<file path="src/rtl/trace_pkg.sv">
`default_nettype none
// ============================================================================
// Module      : trace_pkg
// Description : Shared types and constants for the trace capture unit:
//               FSM state encoding, readout beat indices and record layout.
// Revision    : 1.0 - initial release
// ============================================================================
package trace_pkg;

    // Capture FSM state; the numeric values are visible on the state port
    typedef enum logic [1:0] {
        IDLE    = 2'd0,
        ARMED   = 2'd1,
        CAPTURE = 2'd2
    } trace_state_t;

    // Readout beat order within one record
    localparam logic [1:0] BEAT_PC    = 2'd0;
    localparam logic [1:0] BEAT_INSTR = 2'd1;
    localparam logic [1:0] BEAT_ALU   = 2'd2;

    // One record is {PC, instr, ALU result}, PC in the top word
    localparam int REC_W = 96;

    // Select the 32-bit word of a record that belongs to a given beat
    function automatic logic [31:0] beat_word(input logic [REC_W-1:0] rec,
                                              input logic [1:0]       beat);
        logic [31:0] w_word;
        w_word = '0;
        case (beat)
            BEAT_PC:    w_word = rec[95:64];
            BEAT_INSTR: w_word = rec[63:32];
            BEAT_ALU:   w_word = rec[31:0];
            default:    w_word = '0;
        endcase
        return w_word;
    endfunction

endpackage : trace_pkg
`default_nettype wire

</file>
<file path="src/rtl/trace_fifo.sv">
`default_nettype none
// ============================================================================
// Module      : trace_fifo
// Description : Record buffer for the trace capture unit. Pushes while full
//               are dropped (full is judged before any same-cycle pop);
//               clear flushes pointers and count and overrides push/pop.
// Revision    : 1.0 - initial release
// ============================================================================
module trace_fifo
    import trace_pkg::*;
#(
    parameter int DEPTH  = 16,
    parameter int ADDR_W = 4,
    parameter int WIDTH  = REC_W
) (
    input  logic              clk,
    input  logic              rst_n,
    input  logic              i_clear,
    input  logic              i_push,
    input  logic [WIDTH-1:0]  i_wr_data,
    input  logic              i_pop,
    output logic [WIDTH-1:0]  o_rd_data,
    output logic              o_full,
    output logic              o_empty,
    output logic [ADDR_W:0]   o_count
);

    logic [WIDTH-1:0]  r_mem [DEPTH];
    logic [ADDR_W-1:0] r_wr_ptr;
    logic [ADDR_W-1:0] r_rd_ptr;
    logic [ADDR_W:0]   r_count;
    logic              w_do_push;
    logic              w_do_pop;

    assign o_full    = (r_count == (ADDR_W+1)'(DEPTH));
    assign o_empty   = (r_count == '0);
    assign o_count   = r_count;
    assign o_rd_data = r_mem[r_rd_ptr];

    assign w_do_push = i_push && !o_full  && !i_clear;
    assign w_do_pop  = i_pop  && !o_empty && !i_clear;

    // Pointer and occupancy bookkeeping; pointers wrap naturally at DEPTH
    always_ff @(posedge clk or negedge rst_n) begin
        if (!rst_n) begin
            r_wr_ptr <= '0;
            r_rd_ptr <= '0;
            r_count  <= '0;
        end else if (i_clear) begin
            r_wr_ptr <= '0;
            r_rd_ptr <= '0;
            r_count  <= '0;
        end else begin
            if (w_do_push) r_wr_ptr <= r_wr_ptr + ADDR_W'(1);
            if (w_do_pop)  r_rd_ptr <= r_rd_ptr + ADDR_W'(1);
            case ({w_do_push, w_do_pop})
                2'b10:   r_count <= r_count + (ADDR_W+1)'(1);
                2'b01:   r_count <= r_count - (ADDR_W+1)'(1);
                default: r_count <= r_count;
            endcase
        end
    end

    // Storage array; contents are don't-care after reset or clear
    always_ff @(posedge clk) begin
        if (w_do_push) r_mem[r_wr_ptr] <= i_wr_data;
    end

endmodule : trace_fifo
`default_nettype wire

</file>
<file path="src/rtl/trace_capture_unit.sv">
`default_nettype none
// ============================================================================
// Module      : trace_capture_unit
// Description : Arm/trigger/stop capture FSM feeding a record buffer, with a
//               three-beat (PC, instr, ALU) ready/valid readout serializer
//               that runs independently of the capture state.
// Revision    : 1.0 - initial release
// ============================================================================
module trace_capture_unit
    import trace_pkg::*;
#(
    parameter int DEPTH  = 16,
    parameter int ADDR_W = 4
) (
    input  logic              clk,
    input  logic              rst_n,
    input  logic [31:0]       PC_in,
    input  logic [31:0]       instr_in,
    input  logic [31:0]       alu_result_in,
    input  logic              capture_en,
    input  logic              arm,
    input  logic              stop,
    input  logic              clear,
    input  logic              trig_en,
    input  logic [31:0]       trig_pc,
    input  logic              rd_ready,
    output logic              rd_valid,
    output logic [31:0]       rd_data,
    output logic              rd_last,
    output logic [ADDR_W:0]   count,
    output logic              full,
    output logic              overflow,
    output logic [1:0]        state
);

    trace_state_t      r_state;
    trace_state_t      w_state_nxt;
    logic [1:0]        r_beat;
    logic              r_overflow;
    logic              w_trig_hit;
    logic              w_push;
    logic              w_pop;
    logic              w_empty;
    logic              w_full;
    logic [REC_W-1:0]  w_head;

    // Trigger fires on a PC match, or unconditionally when triggering is off
    assign w_trig_hit = !trig_en || (PC_in == trig_pc);

    // The triggering cycle itself is captured, as is the cycle stop arrives
    assign w_push = capture_en &&
                    ((r_state == CAPTURE) || ((r_state == ARMED) && w_trig_hit));

    // A record leaves the buffer when its final beat is accepted
    assign w_pop = rd_valid && rd_ready && (r_beat == BEAT_ALU);

    trace_fifo #(
        .DEPTH  (DEPTH),
        .ADDR_W (ADDR_W),
        .WIDTH  (REC_W)
    ) u_fifo (
        .clk       (clk),
        .rst_n     (rst_n),
        .i_clear   (clear),
        .i_push    (w_push),
        .i_wr_data ({PC_in, instr_in, alu_result_in}),
        .i_pop     (w_pop),
        .o_rd_data (w_head),
        .o_full    (w_full),
        .o_empty   (w_empty),
        .o_count   (count)
    );

    // FSM state register
    always_ff @(posedge clk or negedge rst_n) begin
        if (!rst_n) r_state <= IDLE;
        else        r_state <= w_state_nxt;
    end

    // FSM next-state; stop wins over a same-cycle trigger in ARMED
    always_comb begin
        w_state_nxt = r_state;
        case (r_state)
            IDLE:    if (arm)             w_state_nxt = ARMED;
            ARMED:   if (stop)            w_state_nxt = IDLE;
                     else if (w_trig_hit) w_state_nxt = CAPTURE;
            CAPTURE: if (stop)            w_state_nxt = IDLE;
            default:                      w_state_nxt = IDLE;
        endcase
    end

    // Beat counter steps on every accepted beat and wraps after the ALU beat
    always_ff @(posedge clk or negedge rst_n) begin
        if (!rst_n)                   r_beat <= BEAT_PC;
        else if (clear)               r_beat <= BEAT_PC;
        else if (rd_valid && rd_ready) r_beat <= (r_beat == BEAT_ALU) ? BEAT_PC
                                                                      : r_beat + 2'd1;
    end

    // Sticky overflow: a qualified record arrived while the buffer was full
    always_ff @(posedge clk or negedge rst_n) begin
        if (!rst_n)                 r_overflow <= 1'b0;
        else if (clear)             r_overflow <= 1'b0;
        else if (w_push && w_full)  r_overflow <= 1'b1;
    end

    // Readout beat selection, forced to zero when nothing is buffered
    always_comb begin
        rd_valid = !w_empty;
        rd_last  = rd_valid && (r_beat == BEAT_ALU);
        rd_data  = rd_valid ? beat_word(w_head, r_beat) : 32'd0;
    end

    assign full     = w_full;
    assign overflow = r_overflow;
    assign state    = r_state;

endmodule : trace_capture_unit
`default_nettype wire

</file>
<file path="config.mk">
export PLATFORM = sky130hd
export DESIGN_NAME = trace_capture_unit
export DESIGN_NICKNAME = d
export VERILOG_FILES = /design/src/rtl/trace_pkg.sv /design/src/rtl/trace_fifo.sv /design/src/rtl/trace_capture_unit.sv
export SDC_FILE = /design/constraint.sdc
export NUM_CORES = 1
export LEC_CHECK = 0
export CORE_MARGIN = 2
export CORE_UTILIZATION = 52
export DETAILED_ROUTE_END_ITERATION = 10
export PLACE_DENSITY = 0.79
export SYNTH_ARGS = -nofsm -noshare
export SYNTH_HDL_FRONTEND = slang
export SYNTH_SLANG_ARGS = --single-unit
</file>
<file path="constraint.sdc">
create_clock -name clk -period 5.8 [get_ports clk]
set_input_delay 1.16 -clock clk [delete_from_list [all_inputs] [get_ports clk]]
set_output_delay 1.16 -clock clk [all_outputs]
set_load 0.1 [all_outputs]
</file>
---- After elaboration in Yosys (flattened, before gate mapping) ----
Memory sizes are Yosys's and may differ from the RTL's.
Cells that the tools add are included.
word-level totals
  register bits ........................... 18
  bits in writable memories ............... 1536
  input bits .............................. 136
  output and inout port bits .............. 43
  logic and storage cells ................. 68
  memories ................................ 1
memory list
  name          depth  width  rd ports  clocked after memory_dff  write ports  RTL line          text
  u_fifo.r_mem  16     96     1         0                         1            trace_fifo.sv:28  logic [WIDTH-1:0] r_mem [DEPTH];
cells by class
  add/sub/neg operators ................... 5
  equal/unequal tests ..................... 11
  mux-type cells .......................... 20
  reduce and logical (&&, ||, !) cells .... 25
operators by type and width
  operator             number
  $pmux 32 s3          1
  $eq 32x32->1         1
  $mux 32              1
  $mux 4               4
  $mux 2               7
  $logic_and 1x1->1    10
  $pmux 5 s2           1
  $add 4x1->4 const B  2
  $reduce_bool 2->1    4
  $eq 2x1->1 const B   3
  $eq 2x2->1 const B   3
  $pmux 2 s3           1
  $add 5x1->5 const B  1
  $eq 5x5->1 const B   1
  $logic_not 5->1      1
  $mux 5               1
  $sub 5x1->5 const B  1
  $logic_not 1->1      4
  $logic_not 2->1      2
  $mux 1               4
  $ne 2x2->1 const B   2
  $ne 3x3->1 const B   1
  $reduce_and 3->1     1
  $reduce_bool 3->1    1
  other kinds (2)      3

---- Logic depth before layout (Yosys ltp) ----
  depth in word-level cells ............... 10
  mapped depth ............................ 15
  depth with buffers taken out ............ 15

---- Modules after synthesis ----
Synthesis repeated with hierarchy kept, for this count alone.
unflattened totals
  cell total of the unflattened synthesis .. 3088
  area, all modules ....................... 60712.0 µm²
modules (own cells, without submodules)
  module              instances  cells each  area each (µm²)  seq. area each (µm²)
  trace_fifo          1          2874        59294.4          46449.5
  trace_capture_unit  1          214         1417.6           125.1

---- Worst setup path after synthesis ----
No wires, ideal clock.
  kind .................................... input-to-reg
  start point ............................. input trig_pc[16]
  end point ............................... memory u_fifo.r_mem[3][0] (netlist name), enable pin
  library setup time ...................... 0.552 ns
  data arrival time ....................... 6.460 ns
  data required time ...................... 5.248 ns
  setup slack ............................. -1.211 ns
  stages on the path ...................... 6
  buffers on the path ..................... 0
  path through ............................ xor2_1 nor4_2 nand4_2 o31ai_4 nand2_1 nor2_1
between the ends
  cells in the longest elaborated chain, start to end .. 9
RTL lines
  element                         RTL line                  text
  start: declaration              trace_capture_unit.sv:25  input logic [31:0] trig_pc,
  $eq 32x32->1                    trace_capture_unit.sv:48  assign w_trig_hit = !trig_en || (PC_in == trig_pc);
  $logic_or 1x1->1                trace_capture_unit.sv:48
  $logic_and 1x1->1               trace_capture_unit.sv:52  ((r_state == CAPTURE) || ((r_state == ARMED) && w_trig_hit));
  $logic_or 1x1->1                trace_capture_unit.sv:52
  $logic_and 1x1->1               trace_capture_unit.sv:51  assign w_push = capture_en &&
  $logic_and 1x1->1 (2 in a row)  trace_fifo.sv:40          assign w_do_push = i_push && !o_full && !i_clear;
  $mux 1                          trace_fifo.sv:66          if (w_do_push) r_mem[r_wr_ptr] <= i_wr_data;
  $mux 1 (not written as such)    trace_fifo.sv:66
  end: declaration                trace_fifo.sv:28
Every way passes these cells.

---- Final worst setup path ----
  start point ............................. register u_fifo.r_rd_ptr[0]
  end point ............................... output rd_data[21]
between the ends
  cells in the longest elaborated chain, start to end .. 3
RTL lines
  element                   RTL line                   text
  start: declaration        trace_fifo.sv:30           logic [ADDR_W-1:0] r_rd_ptr;
  start signal: assignment  trace_fifo.sv:55           if (w_do_pop) r_rd_ptr <= r_rd_ptr + ADDR_W'(1);
  $mem_v2 16x96             n/a
  $pmux 32 s3               trace_pkg.sv:30            case (beat)
  $mux 32                   trace_capture_unit.sv:111  rd_data = rd_valid ? beat_word(w_head, r_beat) : 32'd0;
  end: declaration          trace_capture_unit.sv:28   output logic [31:0] rd_data,
Every way passes these cells.

==> metrics.cfg <==
[run_status]
status=finished, final reports clean

[final_layout]
nNetsFinal=2858
syn_to_final_growth_pct=15.68
layout_common_cells=edfxtp_1, mux4_2, clkbuf_16
drive_gt1_share_pct=29.52
postLayoutCellArea_mm2=0.06893
layout_commonest_cell=edfxtp_1
utilization_pct=60.44

[grt]
grt_usage_pct=26.23
grt_max_degree=98
grt_pass1_wl_um=216900
grt_pass1_vias=29650
antenna_found_initial=16
grt_overflow=0

[routing]
wl_um=152400
dr.pass1.iters=6
ant_nets=0
drc=0
drt_iter0_drc=4279
viasPerCell=6.640
wl_per_cell_um=35.03
vias=28900

[cts]
clk_latency_ps=750
clk_path_buf_depth=3
cts_resized=0
path_clk_slew_ps=70
cts_tree=built
postCtsHoldBufs=0
htreeDepth=4
post_cts_buffers=0
numCtsBuffers=147
cts_root_buffer=clkbuf_16
numClockSinks=1554

[floorplanning]
die-area_mm2=0.1173
core_mm2=0.1140
ioPinCount=179
fp-row-count=124
dieWidth_um=342.5
die_h_um=342.5
start_util_pct=52.25

[place]
post-place-ws_ps=449.3
dp_hpwl_um=78590
gp_congestion=0.8654
io_buffers=178
postPlaceCellArea_mm2=0.06428

[sta]
timing.fmax_ghz=0.1779
slew_viol_final=0
rsz0062_at_grt=false
whs_ps=546.7
tightest_slew_ps=1032
relSlewSlack_pct=31.01
min_period_ps=5620
fin_crit_sh_pct=96.89
fin_skew_ps=23.32
hold_viol=0
fin_ws_ps=180.3
setup_violations=0

[worst_setup_path]
critPathSlowestCell=dfrtp_4
worstPathArrival_ps=4460
cp.required_ps=4640
start_kind=flop
worstPathCellList=buf_12 -> mux4_2 -> mux4_2 -> a22oi_1 -> a21oi_1 -> buf_12
slowest_delay_ps=820
end_kind=primary output
crit_fanout=45
crit_type=reg2out

[logic_synthesis]
synth_edf_count=1536
ys_async_sr_fraction_pct=1.158
syn_area_mm2=0.05958
synth_cell_types=39
yosysSeqAreaShare_pct=78.17
synth_nets=2567
synth-seq-cells=1554
syn_area_per_cell_um2=24.60
synth_ff_type=edfxtp_1
synth_cells=2422
yosysWarnings=0

[pwr]
power_w=0.02241
p_leak_nw=20.74
peakVddDrop_v=0.0002277
powerDensity_mw_per_mm2=325.2

[flow_run]
maxCapViolations=0

[min_path]
hold_class=reg2reg

==> power by group <==
group / switching [W] / total [W] / internal [W]
Clock: 0.00412 / 0.00931 / 0.00520
Combinational: 0.000499 / 0.000713 / 0.000214
Sequential: 0.0000154 / 0.0124 / 0.0124
Total: 0.00463 / 0.0224 / 0.0178
==> registers in the layout, indices dropped and copies added, names as in the netlist <==
register         count
u_fifo.o_count       5
u_fifo.r_rd_ptr      4
state                2
u_fifo.r_wr_ptr      4
overflow             1
u_fifo.r_mem      1536
r_beat               2
==> routing by layer <==
layer | part of all wire, % | track usage (%) | up-vias
li1 | - | - | 11070
met1 | 35 | 34.56 | 15320
met2 | 51 | 42.49 | 2174
met3 | 10 | 5.953 | 323
met4 | 4.1 | 11.47 | 8
met5 | 0.037 | 0 | -
==> final timing paths <==
path	slack [ps]	endpoint	start	depth (start not counted)
max reg2reg	1890	u_fifo.o_count[4]	r_beat[1]	13
max in group asynchronous	4150	u_fifo.r_rd_ptr[0]	rst_n	1
max	180	rd_data[21]	u_fifo.r_rd_ptr[0]	6
min reg2reg	550	state[0]	state[1]	1
min in group asynchronous	950	state[1]	rst_n	1
min	550	state[0]	state[1]	1
==> metrics by stage <==
step	TNS, ps	cells
after global routing	0	4349
final	0	4352
after global placement	0	4076
after floorplan	-1582900	2422
after detailed placement	0	4076
after CTS	0	4341
==> cells in the mapped netlist (all sizes together) (2+ instances only) <==
master | count | area, µm²
nor4 | 10 | 87.59
nand2b | 4 | 25.02
xor2 | 37 | 331.6
dfrtp | 18 | 450.4
mux2i | 6 | 60.06
a22oi | 32 | 240.2
mux4 | 480 | 10810
nor2b | 5 | 31.28
ha | 8 | 100.1
inv | 7 | 26.28
nor3b | 2 | 15.01
o21ai | 3 | 15.01
xnor2 | 5 | 43.79
a21oi | 37 | 185.2
buf | 49 | 239.0
clkbuf | 76 | 285.3
and2 | 2 | 12.51
nand2 | 44 | 165.2
nand3b | 3 | 22.52
nand4 | 4 | 31.28
nor2 | 41 | 153.9
o31ai | 3 | 36.28
edfxtp | 1536 | 46120
==> area by class of cell <==
| class | instances | area [µm²] |
|---|---|---|
| Multi-Input combinational cell | 736 | 12600 |
| Fill cell | 7257 | 45110 |
| Clock inverter | 72 | 575.6 |
| Sequential cell | 1554 | 46590 |
| Antenna cell | 11 | 27.53 |
| Timing Repair Buffer | 267 | 3171 |
| Clock buffer | 193 | 4040 |
| Inverter | 7 | 26.28 |
| Tap cell | 1512 | 1892 |
==> critical path: cells and delay by family, from the launching register on <==
family                 cells  cell delay [ps]
AO/OA/AOI/OAI              2              990
multiplexers               2             1120
flip-flops                 1              820
buffers and inverters      2              680
==> logic make-up (layout without fill, tap and decap cells) <==
logic type                 count (synthesis)  after routing  share of synthesized area, %
other                                      0             11                             0
xor gates and xnor gates                  42             42                        0.6300
DFF                                     1554           1554                         78.17
muxes                                    487            487                         18.26
adders and majority gates                  9              9                        0.2016
and+or+nand+nor                          119            119                        0.9618
AOI/OAI and AO/OA                         79             79                        0.8546
buffers and inverters                    132            539                        0.9239
(Power assumes the default switching activity.)
